## config.mk

```make
export PLATFORM = sky130hd
export DESIGN_NAME = instr_sequencer
export DESIGN_NICKNAME = d
export VERILOG_FILES = /design/src/rtl/proc_pkg.sv /design/src/rtl/step_debouncer.sv /design/src/rtl/instr_sequencer.sv
export SDC_FILE = /design/constraint.sdc
export NUM_CORES = 1
export LEC_CHECK = 0
export BUFFER_PORTS_ARGS = -buffer_cell sky130_fd_sc_hd__clkbuf_2
export CORE_ASPECT_RATIO = 1.4
export CORE_MARGIN = 8
export CORE_UTILIZATION = 30
export DETAILED_ROUTE_END_ITERATION = 12
export PLACE_DENSITY = 0.54
export SYNTH_ARGS = -nofsm -noshare
export SYNTH_HDL_FRONTEND = slang
export SYNTH_SLANG_ARGS = --single-unit
```

## constraint.sdc

```tcl
create_clock -name CLOCK_50 -period 2.4 [get_ports CLOCK_50]
set_input_delay 0.36 -clock CLOCK_50 [delete_from_list [all_inputs] [get_ports CLOCK_50]]
set_output_delay 0.36 -clock CLOCK_50 [all_outputs]
set_load 0.005 [all_outputs]
```

## src/rtl/proc_pkg.sv

```systemverilog
// Shared types and constants for the instruction sequencer and its front-panel input logic.
package proc_pkg;

    localparam int PC_W_DEFAULT = 12;
    localparam logic [3:0] HALT_OP = 4'hF;

    typedef enum logic [2:0] {
        S_IDLE,
        S_FETCH,
        S_DECODE,
        S_EXEC,
        S_MUL_WAIT,
        S_WB,
        S_HALT
    } state_t;

    function automatic logic is_halt(input logic [15:0] word);
        return word[15:12] == HALT_OP;
    endfunction

endpackage

```

## src/rtl/step_debouncer.sv

```systemverilog
// Turns the raw active-low step key into a single-cycle pulse on its press edge.
// Optional STEP_DEBOUNCE_EN adds a stable-level filter of DEBOUNCE_CYC clocks.
module step_debouncer #(
    parameter int DEBOUNCE_CYC = 500000
) (
    input  logic clk,
    input  logic srst,
    input  logic step_n,
    output logic step_pulse
);

    // Two-stage synchronizer; reset to the released level so reset never looks like a press.
    logic [1:0] sync_reg;

    always_ff @(posedge clk) begin
        if (srst) begin
            sync_reg <= 2'b11;
        end else begin
            sync_reg <= {sync_reg[0], step_n};
        end
    end

`ifdef STEP_DEBOUNCE_EN
    localparam int CNT_W = (DEBOUNCE_CYC > 1) ? $clog2(DEBOUNCE_CYC + 1) : 1;

    logic [CNT_W-1:0] cnt_reg;
    logic             stable_reg;
    logic             prev_reg;

    // The filtered level only follows the input after it has differed for DEBOUNCE_CYC clocks.
    always_ff @(posedge clk) begin
        if (srst) begin
            cnt_reg    <= '0;
            stable_reg <= 1'b1;
            prev_reg   <= 1'b1;
        end else begin
            prev_reg <= stable_reg;
            if (sync_reg[1] == stable_reg) begin
                cnt_reg <= '0;
            end else if (cnt_reg == CNT_W'(DEBOUNCE_CYC - 1)) begin
                stable_reg <= sync_reg[1];
                cnt_reg    <= '0;
            end else begin
                cnt_reg <= cnt_reg + 1'b1;
            end
        end
    end

    assign step_pulse = prev_reg & ~stable_reg;
`else
    // Fast build: no filtering, the debounce period is deliberately ignored.
    localparam int unused_debounce_cyc = DEBOUNCE_CYC;

    logic prev_reg;

    always_ff @(posedge clk) begin
        if (srst) begin
            prev_reg <= 1'b1;
        end else begin
            prev_reg <= sync_reg[1];
        end
    end

    assign step_pulse = prev_reg & ~sync_reg[1];
`endif

endmodule

```

## src/rtl/instr_sequencer.sv

```systemverilog
// Multi-cycle instruction sequencer: owns the PC, fetches, and emits per-phase datapath strobes.
// Build option STEP_DEBOUNCE_EN enables step-key debouncing in step_debouncer.
module instr_sequencer
    import proc_pkg::*;
#(
    parameter int PC_W         = PC_W_DEFAULT,
    parameter int DEBOUNCE_CYC = 500000,
    parameter int MUL_CYC      = 4
) (
    input  logic            CLOCK_50,
    input  logic            reset,
    input  logic            step_n,
    input  logic            run,
    input  logic [15:0]     instr,
    input  logic            jump_en,
    input  logic            branch_en,
    input  logic            mul_op,
    input  logic            zero_a,
    input  logic [PC_W-1:0] target_b,
    input  logic [PC_W-1:0] j_imm,
    output logic [PC_W-1:0] pc,
    output logic            imem_rd,
    output logic [15:0]     ir,
    output logic            ir_valid,
    output logic            stage_adv,
    output logic            mul_en,
    output logic            reg_we,
    output logic            busy,
    output logic            halted
);

    localparam int CNT_W = (MUL_CYC > 1) ? $clog2(MUL_CYC) : 1;
    localparam logic [CNT_W-1:0] MUL_LOAD = CNT_W'(MUL_CYC - 1);

    logic step_pulse;

    step_debouncer #(
        .DEBOUNCE_CYC(DEBOUNCE_CYC)
    ) u_step (
        .clk       (CLOCK_50),
        .srst      (reset),
        .step_n    (step_n),
        .step_pulse(step_pulse)
    );

    state_t           state_reg, state_next;
    logic [PC_W-1:0]  pc_reg, pc_next;
    logic [15:0]      ir_reg, ir_next;
    logic             ir_valid_reg, ir_valid_next;
    logic [CNT_W-1:0] cnt_reg, cnt_next;

    always_ff @(posedge CLOCK_50) begin
        if (reset) begin
            state_reg    <= S_IDLE;
            pc_reg       <= '0;
            ir_reg       <= '0;
            ir_valid_reg <= 1'b0;
            cnt_reg      <= '0;
        end else begin
            state_reg    <= state_next;
            pc_reg       <= pc_next;
            ir_reg       <= ir_next;
            ir_valid_reg <= ir_valid_next;
            cnt_reg      <= cnt_next;
        end
    end

    // Step pulses are only looked at in IDLE, so presses while busy or halted are simply lost.
    always_comb begin
        state_next    = state_reg;
        pc_next       = pc_reg;
        ir_next       = ir_reg;
        ir_valid_next = ir_valid_reg;
        cnt_next      = cnt_reg;
        unique case (state_reg)
            S_IDLE: begin
                if (step_pulse || run) begin
                    state_next = S_FETCH;
                end
            end
            S_FETCH: begin
                state_next = S_DECODE;
            end
            S_DECODE: begin
                ir_next       = instr;
                ir_valid_next = 1'b1;
                state_next    = is_halt(instr) ? S_HALT : S_EXEC;
            end
            S_EXEC: begin
                if (mul_op) begin
                    cnt_next   = MUL_LOAD;
                    state_next = S_MUL_WAIT;
                end else begin
                    state_next = S_WB;
                end
            end
            S_MUL_WAIT: begin
                if (cnt_reg == '0) begin
                    state_next = S_WB;
                end else begin
                    cnt_next = cnt_reg - 1'b1;
                end
            end
            S_WB: begin
                // Jump beats branch; the increment wraps naturally at the PC width.
                if (jump_en) begin
                    pc_next = j_imm;
                end else if (branch_en && zero_a) begin
                    pc_next = target_b;
                end else begin
                    pc_next = pc_reg + 1'b1;
                end
                state_next = run ? S_FETCH : S_IDLE;
            end
            S_HALT: begin
                state_next = S_HALT;
            end
            default: begin
                state_next = S_IDLE;
            end
        endcase
    end

    assign pc        = pc_reg;
    assign ir        = ir_reg;
    assign ir_valid  = ir_valid_reg;
    assign imem_rd   = (state_reg == S_FETCH);
    assign stage_adv = (state_reg == S_EXEC);
    assign mul_en    = (state_reg == S_MUL_WAIT);
    assign reg_we    = (state_reg == S_WB);
    assign halted    = (state_reg == S_HALT);
    assign busy      = (state_reg == S_FETCH) || (state_reg == S_DECODE) ||
                       (state_reg == S_EXEC)  || (state_reg == S_MUL_WAIT) ||
                       (state_reg == S_WB);

endmodule

```

==> impl_metrics.ini, run 1 <==
[cells_and_area]
layout.cells.non_filler = 395
layout_common_cells = clkbuf_2 (82), nand2_1 (39), dfxtp_1 (37)
area_delta_synth_final_pct = 24.32
antenna_cells = 0
layout_commonest_cell = clkbuf_2
largest_reg_flops = 16
final_layout_size_suffix_gt1_frac = 0.3209
nets = 370
post-route-util = 0.3770
stdcell_area_mm2 = 0.002444

[detailed_routing]
routed_via_density = 5.119
vias = 2022
post-route-drc-count = 0
wl_per_cell_um = 14.79
drt-pass1-iter-count = 4
drtAntennaViolNets = 0
drtIter0Drc = 65
routed_wl_mm = 5.844

[logic_synthesis]
synthSimpleGateAreaFrac = 0.2960
netlist_instances = 246
syn_area_mm2 = 0.001966
synth_area_leaders = dfxtp_1 (38%), nand2_1 (7.4%), a21oi_1 (7.1%)
seq_area_frac_synth = 0.3768
avgSynthCellArea_um2 = 7.990
synth_largest_area_cell = dfxtp_1
synth_warnings = 0
synthAdderAreaFrac = 0.01273
synth_compound_area_frac = 0.2081
synth_top_family_by_area = simple AND/OR/NAND/NOR gates
synthMuxAreaShare = 0.01082
synth_cell_type_count = 50
synth_seq_cells = 37
synth_xor_area_frac = 0.01782
syn-num-nets = 296
synth_top_area_frac = 0.3768

[place]
post-dp-hpwl_mm = 4.454
placedCellCount = 387
place_ws_ns = 0.5823
placed_cell_area_mm2 = 0.002357
place_congestion = 0.7935
port_buffers = 82

[min_path]
hold_end = u_step.sync_reg[0]$_SDFF_PP1_
min-delay-start = step_n
min_path_cells = 2
worstHoldPathType = in2reg

[timing]
slew_viol_final = 0
fmax_mhz = 488.2
hold_violations = 0
relSlewSlack = 0.5780
final.min_clock_period_ns = 2.049
period_share = 0.8536
rsz0062_at_grt = no
fin_skew_ns = 0.007997
setup_viol = 0
tns_ns = 0
worstMarginPinSlew_ns = 0.6330
post-route-worst-setup-slack_ns = 0.3515

[critical_path]
worstReg2RegStart = pc[0]$_SDFFE_PP0P_
reg2reg_setup_slack_ns = 0.62
start_kind = flop
worstPathCellList = nand3b_1, inv_1, clkbuf_2
critPathMaxStageDelay_ns = 0.52
worstRegToRegCells = 5
cpMaxStageDelayCell = dfxtp_1
worstSetupPathType = reg2out
crit_path_end_kind = primary output
crit_fanout = 15
arrival_ns = 1.69
crit-reg2reg-capture = pc[6]$_SDFFE_PP0P_
required_ns = 2.04

[power_and_ir_drop]
leakagePower_nw = 1.046
ir_worst_vdd_mv = 0.2850
powerDensity_mw_per_mm2 = 551.0

[clock_tree]
path_clk_slew_ns = 0.08
clk_latency_ns = 0.28
root_buffer = clkbuf_8
cts_made_buffers = 5
cts_hold_buf = 0
cts_setup_buffers = 0
ctsHtreeMaxLevel = 2
cts_resized = 0
cts_tree = done
cts_num_sinks = 37
clock_path_buffers = 2

[global_routing]
grt-ovfl-total = 0
grt_pass1_wl_mm = 9.715
grt_antenna_before_repair = 0
grt_max_degree = 28
grt.total_usage = 0.1229
grt_pass1_vias = 2094

[floorplan]
num_rows = 35
die_h_um = 111.8
dieArea_mm2 = 0.009435
dieWidth_um = 84.41
initial_core_util = 0.3033
core_area_mm2 = 0.006481
num_io_pins = 83

[outcome]
status = complete, no violations

[job]
maxCapViolations = 0
cell usage after synthesis, drive strengths merged:
| library cell | number |
|---|---|
| o22ai | 2 |
| or4 | 2 |
| o21ai | 4 |
| mux2 | 1 |
| clkbuf | 15 |
| xnor2 | 2 |
| a41oi | 1 |
| a311o | 1 |
| a211o | 4 |
| mux2i | 1 |
| and4 | 3 |
| a211oi | 8 |
| a21o | 1 |
| a21boi | 1 |
| nand2 | 39 |
| nor2 | 22 |
| nor4 | 3 |
| buf | 3 |
| a31oi | 2 |
| nor2b | 4 |
| or3 | 1 |
| nand2b | 6 |
| nand3b | 2 |
| and3b | 1 |
| and3 | 2 |
| or2 | 3 |
| ha | 2 |
| nand3 | 8 |
| nor3b | 4 |
| nand4 | 4 |
| a21oi | 28 |
| inv | 5 |
| a41o | 2 |
| xor2 | 2 |
| o31ai | 3 |
| dfxtp | 37 |
| nand4b | 1 |
| a221oi | 2 |
| and2 | 4 |
| nor3 | 6 |
| o211ai | 4 |
per-layer routing:
layer / share of wire / GRT usage
met1: 0.42 / 0.1347
met2: 0.46 / 0.2052
met3: 0.10 / 0.05895
met4: 0.0098 / 0.03341
met5: 0 / 0
power by group:
group	leakage, nW	internal (mW)	total, mW	switching (mW)
sequential	0.300	0.648	0.682	0.0342
clock	0.0439	0.201	0.431	0.230
combinational	0.701	0.108	0.233	0.126
total	1.05	0.956	1.35	0.390
metrics by stage:
| step | total power [mW] | hold slack (ns) |
|---|---|---|
| 6_report | 1.346 | 0.2687 |
| 5_1_grt | 1.423 | 0.2686 |
| 4_1_cts | 1.376 | 0.2593 |
| 3_5_place_dp | 0.9333 | 0.3927 |
| 3_3_place_gp | 0.9314 | 0.3971 |
| 2_1_floorplan | 0.8308 | 0.3895 |
final cells by class:
class,instances,area (µm²)
multi-input combinational,186,1072
clock buffer,5,68.82
tap,74,92.59
timing repair buffer,85,432.9
sequential,37,740.7
fill,707,4038
clock inverter,3,17.52
inverter,5,18.77
logic make-up after synthesis:
kind of cell	after synthesis
AO/OA/AOI/OAI	63
XOR/XNOR	4
adder cells (fa/ha/maj)	2
buffers and inverters	23
flip-flops	37
multiplexers	2
AND/OR/NAND/NOR	115
how the worst max path moves through the flow:
| stage | slack, ns | start | to |
|---|---|---|---|
| 6_report | 0.35 | state_reg[2]$_SDFFE_PP0P_ | reg_we |
| 5_1_grt | 0.17 | state_reg[2]$_SDFFE_PP0P_ | reg_we |
| 4_1_cts | 0.33 | state_reg[2]$_SDFFE_PP0P_ | reg_we |
| 3_5_place_dp | 0.58 | branch_en | pc[5]$_SDFFE_PP0P_ |
| 3_3_place_gp | 0.62 | branch_en | pc[5]$_SDFFE_PP0P_ |
| 2_1_floorplan | 0.78 | pc[0]$_SDFFE_PP0P_ | pc[6]$_SDFFE_PP0P_ |
critical path, delay by kind of cell (launching register included):
family	cells	cell delay, ns
and+or+nand+nor	1	0.23
DFF	1	0.52
buffers and inverters	2	0.65
Note: power is estimated with default switching activity, not from simulation.
==> run 2: changes to the inputs <==
==> constraint.sdc (replaced) <==
create_clock -name CLOCK_50 -period 2.4 [get_ports CLOCK_50]
set_input_delay 0.24 -clock CLOCK_50 [delete_from_list [all_inputs] [get_ports CLOCK_50]]
set_output_delay 0.24 -clock CLOCK_50 [all_outputs]
set_load 0.005 [all_outputs]
==> impl_metrics.ini, run 2 (synthesized netlist as in run 1, its figures left out) <==
[outcome]
status = complete, no violations

[cells_and_area]
layout_commonest_cell = clkbuf_2
largest_reg_flops = 16
multi_input_area_mm2 = 0.001072
final_layout_size_suffix_gt1_frac = 0.3209
nets = 370
area_delta_synth_final_pct = 25.08
layout_common_cells = clkbuf_2 (82), nand2_1 (39), dfxtp_1 (37)
n_fill_cell = 729
seqCellArea_um2 = 740.7
antenna_cells = 0

[timing]
setup_viol = 0
relSlewSlack = 0.5905
slew_viol_final = 0
rsz0062_at_grt = no
period_share = 0.7967
fin_skew_ns = 0.004055
fmax_mhz = 523.0
worstMarginPinSlew_ns = 0.6142
tns_ns = 0
post-route-worst-setup-slack_ns = 0.4880
hold_violations = 0
final.min_clock_period_ns = 1.912

[global_routing]
grt_pass1_vias = 2068
grt_pass1_wl_mm = 9.963
grt_max_degree = 28
grt_antenna_before_repair = 0
grt-ovfl-total = 0
grt.total_usage = 0.1273

[detailed_routing]
drt-pass1-iter-count = 4
drtAntennaViolNets = 0
vias = 2008
drtIter0Drc = 95
post-route-drc-count = 0
routed_wl_mm = 5.897
routed_via_density = 5.084
wl_per_cell_um = 14.93

[critical_path]
start_kind = flop
critPathMaxStageDelay_ns = 0.52
worstPathCellList = nand3b_1, inv_1, clkbuf_2
worstSetupPathType = reg2out
crit_path_end_kind = primary output
arrival_ns = 1.67
worstRegToRegCells = 5
cpMaxStageDelayCell = dfxtp_1
worstReg2RegStart = pc[0]$_SDFFE_PP0P_
crit_fanout = 15
required_ns = 2.16
reg2reg_setup_slack_ns = 0.66
crit-reg2reg-capture = pc[6]$_SDFFE_PP0P_

[clock_tree]
clock_path_buffers = 2
cts_made_buffers = 5
clk_latency_ns = 0.28
cts_hold_buf = 0
ctsHtreeMaxLevel = 2
path_clk_slew_ns = 0.08
cts_setup_buffers = 0
cts_resized = 0
cts_num_sinks = 37
cts_tree = done
root_buffer = clkbuf_8

[min_path]
hold_end = u_step.sync_reg[0]$_SDFF_PP1_
min-delay-start = step_n
worstHoldPathType = in2reg
min_path_cells = 2

[floorplan]
num_io_pins = 83
num_rows = 35
dieArea_mm2 = 0.009435
dieWidth_um = 84.41
core_area_mm2 = 0.006481
die_h_um = 111.8
initial_core_util = 0.3033

[power_and_ir_drop]
powerDensity_mw_per_mm2 = 568.6
ir_worst_vdd_mv = 0.2945
leakagePower_nw = 1.056

[job]
maxCapViolations = 0

[place]
place_ws_ns = 0.6698
port_buffers = 82
post-dp-hpwl_mm = 4.494
place_congestion = 0.8165
==> run 2: stage by stage <==
step / std cells / utilization / power [mW] / hold slack (ns) / instance area, µm²
4_1_cts: 395 / 0.3793 / 1.426 / 0.1231 / 2459
2_1_floorplan: 246 / - / 0.8308 / 0.3438 / 1966
6_report: 395 / 0.3793 / 1.398 / 0.1358 / 2459
3_5_place_dp: 387 / 0.3637 / 0.9332 / 0.4014 / 2357
5_1_grt: 395 / 0.3793 / 1.484 / 0.1430 / 2459
3_3_place_gp: 387 / 0.3637 / 0.9322 / 0.3995 / 2357
==> run 2: worst max-delay path by stage <==
stage	slack, ns	depth (start not counted)	startpoint	end
3_5_place_dp	0.67	5	pc[0]$_SDFFE_PP0P_	pc[6]$_SDFFE_PP0P_
3_3_place_gp	0.71	5	pc[0]$_SDFFE_PP0P_	pc[6]$_SDFFE_PP0P_
2_1_floorplan	0.78	5	pc[0]$_SDFFE_PP0P_	pc[6]$_SDFFE_PP0P_
4_1_cts	0.47	3	state_reg[2]$_SDFFE_PP0P_	reg_we
5_1_grt	0.32	3	state_reg[2]$_SDFFE_PP0P_	reg_we
6_report	0.49	3	state_reg[2]$_SDFFE_PP0P_	reg_we
==> run 2: cell type report <==
class	count	area share
Multi-Input combinational cell	186	0.4361
Sequential cell	37	0.3013
Timing Repair Buffer	85	0.1761
Clock buffer	7	0.03919
Tap cell	74	0.03766
Inverter	5	0.007634
Clock inverter	1	0.002036
==> run 2: critical path, delay by kind of cell, from the launching register on <==
family	cells	cell delay [ns]
and+or+nand+nor	1	0.21
DFF	1	0.52
buffers and inverters	2	0.65
==> run 2: routing by layer <==
| metal | track usage | vias to the layer above | routed length, µm |
|---|---|---|---|
| li1 | - | 1020 | - |
| met1 | 0.1448 | 909 | 2559 |
| met2 | 0.2089 | 77 | 2722 |
| met3 | 0.05453 | 2 | 588 |
| met4 | 0.03938 | 0 | 25 |
| met5 | 0 | - | 0 |
==> run 2: power breakdown <==
| group | switching (mW) | total [mW] | internal [mW] |
|---|---|---|---|
| clock network | 0.222 | 0.482 | 0.260 |
| logic | 0.126 | 0.234 | 0.108 |
| registers | 0.0341 | 0.682 | 0.648 |
| total | 0.382 | 1.40 | 1.02 |
